--- src/rtl/change_pkg.sv ---
// Shared types and default timing for the change payout path.
// Coin counts are 3 bits wide on both the controller and hopper sides.
package change_pkg;

  localparam int DEF_PULSE_LEN   = 4;
  localparam int DEF_ACK_TIMEOUT = 16;
  localparam int DEF_GAP_LEN     = 2;
  localparam int DEF_MAX_RETRY   = 2;

  typedef logic [2:0] coin_cnt_t;

  typedef enum logic [2:0] {
    IDLE,
    PULSE,
    WAIT_ACK,
    GAP,
    DONE,
    FAULT
  } disp_state_e;

  function automatic int max3(input int a, input int b, input int c);
    int m;
    m = (a > b) ? a : b;
    return (m > c) ? m : c;
  endfunction

endpackage

--- src/rtl/coin_dispenser_if.sv ---
// Controller request/status and hopper solenoid/sensor signals of the coin dispenser.
// The master side is the vending controller plus hopper; the slave side is the dispenser.
interface coin_dispenser_if;

  logic                 req;
  change_pkg::coin_cnt_t amount;
  logic                 coin_ack;
  logic                 fault_clr;
  logic                 busy;
  logic                 coin_out;
  logic                 done;
  logic                 fault;
  change_pkg::coin_cnt_t dispensed;

  modport master (
    output req, amount, coin_ack, fault_clr,
    input  busy, coin_out, done, fault, dispensed
  );

  modport slave (
    input  req, amount, coin_ack, fault_clr,
    output busy, coin_out, done, fault, dispensed
  );

endinterface

--- src/rtl/coin_dispenser_ack_edge_sync.sv ---
// Two-flop synchronizer and rising-edge detector for the hopper drop sensor.
// Latency: evt is high 2 cycles after din rises, for one cycle; no backpressure.
module ack_edge_sync (
  input  logic clk,
  input  logic rst_n,
  input  logic din,
  output logic evt
);

  // [0],[1] synchronize; [2] holds the previous synchronized level
  logic [2:0] sync_q;

  always_ff @(posedge clk or negedge rst_n) begin
    if (!rst_n) begin
      sync_q <= '0;
    end else begin
      sync_q <= {sync_q[1:0], din};
    end
  end

  assign evt = sync_q[1] & ~sync_q[2];

endmodule

--- src/rtl/coin_dispenser.sv ---
// Hopper payout FSM: one solenoid pulse per coin, drop-sensor confirm, retry, latched fault.
// Latency: coin_out rises the cycle after req; no backpressure, req outside IDLE is dropped.
module coin_dispenser
  import change_pkg::*;
#(
  parameter int PULSE_LEN   = DEF_PULSE_LEN,
  parameter int ACK_TIMEOUT = DEF_ACK_TIMEOUT,
  parameter int GAP_LEN     = DEF_GAP_LEN,
  parameter int MAX_RETRY   = DEF_MAX_RETRY
) (
  input logic             clk,
  input logic             rst_n,
  coin_dispenser_if.slave bus
);

  localparam int TMR_MAX = max3(PULSE_LEN, ACK_TIMEOUT, GAP_LEN);
  localparam int TMR_W   = $clog2(TMR_MAX + 1);
  localparam int RTY_W   = $clog2(MAX_RETRY + 1);

  localparam logic [TMR_W-1:0] PULSE_LAST = TMR_W'(PULSE_LEN - 1);
  localparam logic [TMR_W-1:0] ACK_LAST   = TMR_W'(ACK_TIMEOUT - 1);
  localparam logic [TMR_W-1:0] GAP_LAST   = TMR_W'(GAP_LEN - 1);
  localparam logic [RTY_W-1:0] RTY_LAST   = RTY_W'(MAX_RETRY - 1);

  disp_state_e      state;
  logic [TMR_W-1:0] timer;
  logic [RTY_W-1:0] retry;
  coin_cnt_t        remaining;
  coin_cnt_t        dispensed;
  logic             busy;
  logic             coin_out;
  logic             done;
  logic             fault;
  logic             ack_evt;

  ack_edge_sync u_ack_sync (
    .clk   (clk),
    .rst_n (rst_n),
    .din   (bus.coin_ack),
    .evt   (ack_evt)
  );

  always_ff @(posedge clk or negedge rst_n) begin
    if (!rst_n) begin
      state     <= IDLE;
      timer     <= '0;
      retry     <= '0;
      remaining <= '0;
      dispensed <= '0;
      busy      <= 1'b0;
      coin_out  <= 1'b0;
      done      <= 1'b0;
      fault     <= 1'b0;
    end else begin
      done <= 1'b0;
      case (state)
        IDLE: begin
          if (bus.req) begin
            dispensed <= '0;
            retry     <= '0;
            timer     <= '0;
            if (bus.amount != '0) begin
              remaining <= bus.amount;
              state     <= PULSE;
              coin_out  <= 1'b1;
              busy      <= 1'b1;
            end else begin
              state <= DONE;
              done  <= 1'b1;
            end
          end
        end

        PULSE, WAIT_ACK: begin
          // A confirmed drop wins over both pulse end and timeout in the same cycle
          if (ack_evt) begin
            dispensed <= dispensed + 1'b1;
            remaining <= remaining - 1'b1;
            retry     <= '0;
            timer     <= '0;
            coin_out  <= 1'b0;
            if (remaining == coin_cnt_t'(1)) begin
              state <= DONE;
              done  <= 1'b1;
              busy  <= 1'b0;
            end else begin
              state <= GAP;
            end
          end else if (state == PULSE) begin
            if (timer == PULSE_LAST) begin
              state    <= WAIT_ACK;
              timer    <= '0;
              coin_out <= 1'b0;
            end else begin
              timer <= timer + 1'b1;
            end
          end else if (timer == ACK_LAST) begin
            retry <= retry + 1'b1;
            timer <= '0;
            if (retry == RTY_LAST) begin
              state <= FAULT;
              fault <= 1'b1;
            end else begin
              state    <= PULSE;
              coin_out <= 1'b1;
            end
          end else begin
            timer <= timer + 1'b1;
          end
        end

        GAP: begin
          if (timer == GAP_LAST) begin
            state    <= PULSE;
            timer    <= '0;
            coin_out <= 1'b1;
          end else begin
            timer <= timer + 1'b1;
          end
        end

        DONE: begin
          state <= IDLE;
        end

        FAULT: begin
          if (bus.fault_clr) begin
            state <= IDLE;
            fault <= 1'b0;
            busy  <= 1'b0;
          end
        end

        default: begin
          state <= IDLE;
        end
      endcase
    end
  end

  assign bus.busy      = busy;
  assign bus.coin_out  = coin_out;
  assign bus.done      = done;
  assign bus.fault     = fault;
  assign bus.dispensed = dispensed;

endmodule

--- src/flat_wrapper.sv ---
// flat-port wrapper written by rule: the top's interface ports become plain ports
module coin_dispenser_flat import change_pkg::*;
#(
  parameter int PULSE_LEN   = DEF_PULSE_LEN,
  parameter int ACK_TIMEOUT = DEF_ACK_TIMEOUT,
  parameter int GAP_LEN     = DEF_GAP_LEN,
  parameter int MAX_RETRY   = DEF_MAX_RETRY
)
  (clk, rst_n, bus_req, bus_amount, bus_coin_ack, bus_fault_clr, bus_busy, bus_coin_out, bus_done, bus_fault, bus_dispensed);
  coin_dispenser_if bus_i ();
  input logic clk;
  input logic rst_n;
  input wire logic [$bits(bus_i.req)-1:0] bus_req;
  input wire logic [$bits(bus_i.amount)-1:0] bus_amount;
  input wire logic [$bits(bus_i.coin_ack)-1:0] bus_coin_ack;
  input wire logic [$bits(bus_i.fault_clr)-1:0] bus_fault_clr;
  output wire logic [$bits(bus_i.busy)-1:0] bus_busy;
  output wire logic [$bits(bus_i.coin_out)-1:0] bus_coin_out;
  output wire logic [$bits(bus_i.done)-1:0] bus_done;
  output wire logic [$bits(bus_i.fault)-1:0] bus_fault;
  output wire logic [$bits(bus_i.dispensed)-1:0] bus_dispensed;
  assign bus_i.req = bus_req;
  assign bus_i.amount = bus_amount;
  assign bus_i.coin_ack = bus_coin_ack;
  assign bus_i.fault_clr = bus_fault_clr;
  assign bus_busy = bus_i.busy;
  assign bus_coin_out = bus_i.coin_out;
  assign bus_done = bus_i.done;
  assign bus_fault = bus_i.fault;
  assign bus_dispensed = bus_i.dispensed;
  coin_dispenser #(.PULSE_LEN(PULSE_LEN), .ACK_TIMEOUT(ACK_TIMEOUT), .GAP_LEN(GAP_LEN), .MAX_RETRY(MAX_RETRY)) u_core (.clk(clk), .rst_n(rst_n), .bus(bus_i));
endmodule
--- config.mk ---
export PLATFORM = sky130hd
export DESIGN_NAME = coin_dispenser_flat
export DESIGN_NICKNAME = d
export VERILOG_FILES = /design/src/rtl/change_pkg.sv /design/src/rtl/coin_dispenser_if.sv /design/src/rtl/coin_dispenser_ack_edge_sync.sv /design/src/rtl/coin_dispenser.sv /design/src/flat_wrapper.sv
export SDC_FILE = /design/constraint.sdc
export NUM_CORES = 1
export LEC_CHECK = 0
export CORE_MARGIN = 1.5
export CORE_UTILIZATION = 50
export CTS_BUF_LIST = sky130_fd_sc_hd__clkbuf_16
export DETAILED_ROUTE_END_ITERATION = 8
export GPL_TIMING_DRIVEN = 0
export PLACE_DENSITY = 0.75
export SLEW_MARGIN = 15
export SYNTH_ARGS = -nofsm -noshare
export SYNTH_HDL_FRONTEND = slang
export SYNTH_SLANG_ARGS = --single-unit
--- constraint.sdc ---
create_clock -name clk -period 2 [get_ports clk]
set_input_delay 0.4 -clock clk [delete_from_list [all_inputs] [get_ports clk]]
set_output_delay 0.4 -clock clk [all_outputs]
set_load 0.01 [all_outputs]
* After elaboration in Yosys (flattened, before gate mapping)
Cells that the tools add are included.
Storage, ports and cells: output and inout port bits 7, memory bits (writable) 0, register bits 23, memories 0, bits in latches 0, memory bits (read-only) 0, word-level logic and storage cells 108, input bits 8
Operators by class: equality and inequality tests 24, mux-type cells 53, div/mod/pow operators 0, reduce and logical (&&, ||, !) cells 15, $add $sub $neg 4, shift operators 0, bitwise operators 2, order comparisons 0, multipliers 0
Operators with widths (number):
- $mux W3 | 15
- $mux W5 | 6
- $mux W1 | 19
- $pmux W5 S3 | 1
- $ne A2 B1 Y1 const B | 6
- $pmux W3 S2 | 2
- $pmux W3 S4 | 1
- $reduce_and A6 Y1 | 2
- $reduce_bool A3 Y1 | 3
- $mux W2 | 4
- $ne A2 B2 Y1 const B | 4
- $reduce_and A4 Y1 | 2
- $reduce_and A7 Y1 | 1
- $eq A3 B1 Y1 const B | 2
- $eq A3 B2 Y1 const B | 2
- $pmux W1 S3 | 2
- $add A5 B1 Y5 const B | 1
- $eq A5 B1 Y1 const B | 1
- $eq A5 B2 Y1 const B | 1
- $eq A5 B4 Y1 const B | 1
- $reduce_and A5 Y1 | 1
- $ne A4 B1 Y1 const B | 1
- $ne A4 B2 Y1 const B | 1
- $ne A4 B3 Y1 const B | 1
- 16 further kinds | 18

* Longest topological paths before layout
depth in word-level cells 6, gate-level depth with buffers 8, depth with buffers taken out 7

* By module
From an unflattened synthesis, not the netlist that was laid out.
Second synthesis, totals: cell total of the unflattened synthesis 143, area, all modules 1413.9 µm²
By module, submodules not included:
- coin_dispenser | sequential area each 500.5 µm², cells an instance 139, area each 1325.0 µm², times used 1
- ack_edge_sync | sequential area each 75.1 µm², cells an instance 4, area each 88.8 µm², times used 1

* Worst setup path after synthesis
Ideal clock, no wire load.
kind reg2reg, from register u_core.timer[0], to register u_core.coin_out, in the netlist u_core.bus.coin_out, setup slack -50 ps, data arrival time 1925 ps, required time 1875 ps, cell stages (with the launch flop) 7, cell sequence dfrtp_1 > ha_1 > or4b_1 > a32oi_2 > o21ai_2 > nor3_2 > mux2_2
Between the ends: cells in the longest elaborated chain, start to end 3, elaborated cells on any way between the ends 7, those cells by class eq/ne (6); reduce/logical (1)
RTL lines:
- start: declaration | line coin_dispenser.sv:26 | logic [TMR_W-1:0] timer;
- start signal: assignment | line coin_dispenser.sv:95 | timer <= timer + 1'b1;
- start signal: assignment | line coin_dispenser.sv:108 | timer <= timer + 1'b1;
- start signal: assignment | line coin_dispenser.sv:118 | timer <= timer + 1'b1;
- $eq A5 B2 Y1 (tied with other cells) | line coin_dispenser.sv:90 | if (timer == PULSE_LAST) begin
- $ne A4 B3 Y1 (no source line) (tied with other cells)
- $reduce_and A7 Y1 (no source line) (*)
- end signal: assignment | line coin_dispenser.sv:93 | coin_out <= 1'b0;
- end signal: assignment | line coin_dispenser.sv:105 | coin_out <= 1'b1;
- end signal: assignment | line coin_dispenser.sv:116 | coin_out <= 1'b1;
- end: declaration | line coin_dispenser.sv:31 | logic coin_out;
Every way passes the cells marked *; elsewhere a longest branch is shown, timed or not. A chain may end at the register's enable or synchronous reset.

* Worst setup path in the final report
from register u_core.timer[1], to register u_core.coin_out, in the netlist u_core.bus.coin_out
The elaborated chain is that of the path after synthesis.

==> reports/results.ini <==
[sta]
final.setup_skew_ns=0.00133
period_share_pct=106
worstMarginPinSlew_ns=0.499
max_freq_ghz=0.474
hold_viol_final=0
setup_violations=4
fin_ws_ns=-0.111
period_needed_ns=2.11
grt_setup_unrepaired=yes
maxSlewHeadroom_pct=66.7
drv_slew=0

[logic_synthesis]
yosys_warnings=0
async_reset_ff_share_pct=100
syn_avg_cell_area_sq_um=8.90
ys_types=40
synthCells=157
syn-cell-area_sq_um=1400
ys_seq_elements=23
synth_top_area_share_pct=41.2
synth_top_area_cell=dfrtp_1
synth-edff-count=0
ys_top_cells_by_area=dfrtp_1 (41%), ha_1 (7.2%), o21ai_0 (6.1%)
ys.flop_type=dfrtp_1
synth-seq-area-share_pct=41.2
syn-num-nets=173

[critical_path]
reg2reg_setup_slack_ns=-0.11
cp_max_fo=3
arrival_ns=2.25
critPathLaunchType=flip-flop
critPathCaptureType=flip-flop
reg2reg_to=u_core.bus.coin_out$_DFFE_PN0P_
cp-startpoint=u_core.timer[1]$_DFFE_PN0P_
worst_r2r_startpoint=u_core.timer[1]$_DFFE_PN0P_
critPathRequiredTime_ns=2.14
path_class=flip-flop to flip-flop
r2r_cells=7
endpoint=u_core.bus.coin_out$_DFFE_PN0P_

[grt]
gr-usage-met2_pct=38.1
gr-usage-met3_pct=6.28
grt_use_met1_pct=25.7
grt_util_all_layers_pct=21.8
top_usage_layer=met2
antenna_found_initial=0
grt_max_degree=24
overflow=0
grt_pass1_wl_mm=5.44
first_global_vias=1238

[die]
core.rowCount=18
die-area_sq_um=3120
core_area_sq_um=2570
dieWidth_microns=55.9
fp.dieH_microns=55.9
start_util_pct=54.4
top_level_ports=15

[clock_tree]
cts_buffers=3
cts_buffer_depth=2
cts_tree=built
root_buffer=clkbuf_16
cts_max_level=1
clk_latency_ns=0.26
ctsHoldBuffers=0
numClockSinks=23
path_clk_slew_ns=0.06

[power_and_ir_drop]
switchingPower_w=0.00111
swShare_pct=41.8
internal-power_w=0.00154
power_frac_seq_pct=26.5
power.density_nw_per_um2=1500
power_leakage_nw=0.734
power.share.clock_pct=16.6
combPwrFrac_pct=56.9
power.total_w=0.00265
ir_worst_vdd_uv=1120

[placement]
io_buffer_count=14
dp_hpwl_mm=2.35
gp_congestion=0.868
placed_cells=201

[layout]
utilization_pct=68.9
synthToLayoutAreaGrowth_pct=26.6
finalNetCount=196
fill_cells=198
num_antenna_cells=0
drive_gt1_share_pct=15.6
instances_no_fill=209

[route]
drc=0
routedWlPerCell_microns=15.7
ant_nets=0
viasPerCell=6.23
wirelength_mm=3.29
dr.pass1.iters=4
drtIter0Drc=55
vias=1302

[job]
maxCapViolCount=0

[run_status]
violations=setup timing
status=complete, but fails checks

[worst_hold_path]
hp-class=input port to asynchronous set/reset pin

worst min path at each step:
stage                                          startpoint                                     to
finish                                              rst_n            u_core.state[2]$_DFFE_PN0P_
CTS                 u_core.u_ack_sync.sync_q[0]$_DFF_PN0_  u_core.u_ack_sync.sync_q[1]$_DFF_PN0_
global route                                        rst_n            u_core.timer[4]$_DFFE_PN0P_
detailed placement  u_core.u_ack_sync.sync_q[0]$_DFF_PN0_  u_core.u_ack_sync.sync_q[1]$_DFF_PN0_
global placement    u_core.u_ack_sync.sync_q[0]$_DFF_PN0_  u_core.u_ack_sync.sync_q[1]$_DFF_PN0_
floorplan                                           rst_n            u_core.bus.busy$_DFFE_PN0P_
critical path: stages (launching register included):
cell     delay (ns)
dfrtp_1        0.43
inv_2          0.10
ha_4           0.11
or4b_4         0.48
a32oi_4        0.23
o21ai_4        0.11
nor3_4         0.22
mux2_4         0.32
routing by layer:
layer | part of all wire, % | routed length [microns]
met5 | 0 | 0
met4 | 1.3 | 42
met1 | 42 | 1380
met2 | 51 | 1670
met3 | 5.8 | 192
synth_stat cells, drive strengths merged (4+ instances only):
library cell  instances
dfrtp                23
o21ai                18
nor2                 12
a21oi                10
inv                   9
nor3                  9
ha                    8
nand2                 8
clkbuf                7
nand2b                7
nand3                 5
a22oi                 4
repair_timing:
item / in CTS / in global routing
setup endpoints to repair: 3 / 7
setup buffers: 3 / 2
gates resized for setup: 5 / 17
pin swaps: 1 / 4
kinds of logic (layout without fill, tap and decap cells):
group	count (synthesis)	after routing	share of synthesized area (%)
multiplexers	2	2	1.52
buffers and inverters	17	39	4.57
AO/OA/AOI/OAI	51	51	23.6
AND/OR/NAND/NOR	56	56	21.9
flip-flops	23	23	41.2
adder cells (fa/ha/maj)	8	8	7.16
metrics by stage:
stage | cell area (sq um) | setup WS (ns) | hold WS (ns) | setup TNS (ns)
after detailed placement | 1580 | -0.219 | 0.340 | -0.222
after global routing | 1770 | -0.147 | 0.164 | -0.462
final | 1770 | -0.111 | 0.102 | -0.215
after CTS | 1710 | -0.0891 | 0.355 | -0.144
after floorplan | 1400 | 0.00409 | 0.104 | 0
after global placement | 1580 | -0.161 | 0.336 | -0.161
layout make-up:
class | count | area [sq um] | share of cell area, %
clock buffer | 3 | 75.1 | 4.24
sequential | 23 | 577 | 32.6
timing repair buffer | 18 | 165 | 9.34
multi-input combinational | 117 | 837 | 47.3
clock inverter | 1 | 7.51 | 0.424
buffer | 8 | 36.3 | 2.05
tap | 30 | 37.5 | 2.12
inverter | 9 | 33.8 | 1.91
registers in the layout, indices dropped and copies added, names as in the netlist:
name                      count
u_core.timer                  5
u_core.bus.dispensed          3
u_core.remaining              3
u_core.state                  3
u_core.u_ack_sync.sync_q      3
u_core.retry                  2
u_core.bus.busy               1
u_core.bus.coin_out           1
u_core.bus.done               1
u_core.bus.fault              1
placed cells by master, fill, tap and decap left out, types with 2 or more instances in the layout:
cell type / count
buf_4: 5
a21oi_1: 9
o22a_1: 2
clkbuf_1: 5
a22oi_1: 4
nor3b_1: 2
nor2_1: 12
a31oi_1: 3
inv_1: 8
nor2b_1: 3
dfrtp_1: 22
clkbuf_2: 2
nand2_1: 8
ha_1: 6
o22ai_1: 2
a32o_1: 2
o21ai_0: 16
nand3_1: 5
nor3_1: 8
or4b_4: 2
nand2b_1: 7
a21o_1: 2
ha_4: 2
clkdlybuf4s50_1: 13
clkbuf_16: 3
power groups by stage:
stage          combinational, W  sequential, W  clock, W
2_1_floorplan          0.000860       0.000688         0
3_5_place_dp            0.00120       0.000700         0
3_3_place_gp            0.00116       0.000685         0
5_1_grt                 0.00165       0.000715  0.000462
6_report                0.00151       0.000701  0.000439
4_1_cts                 0.00135       0.000684  0.000444
Power figures use the tool's default switching activity.
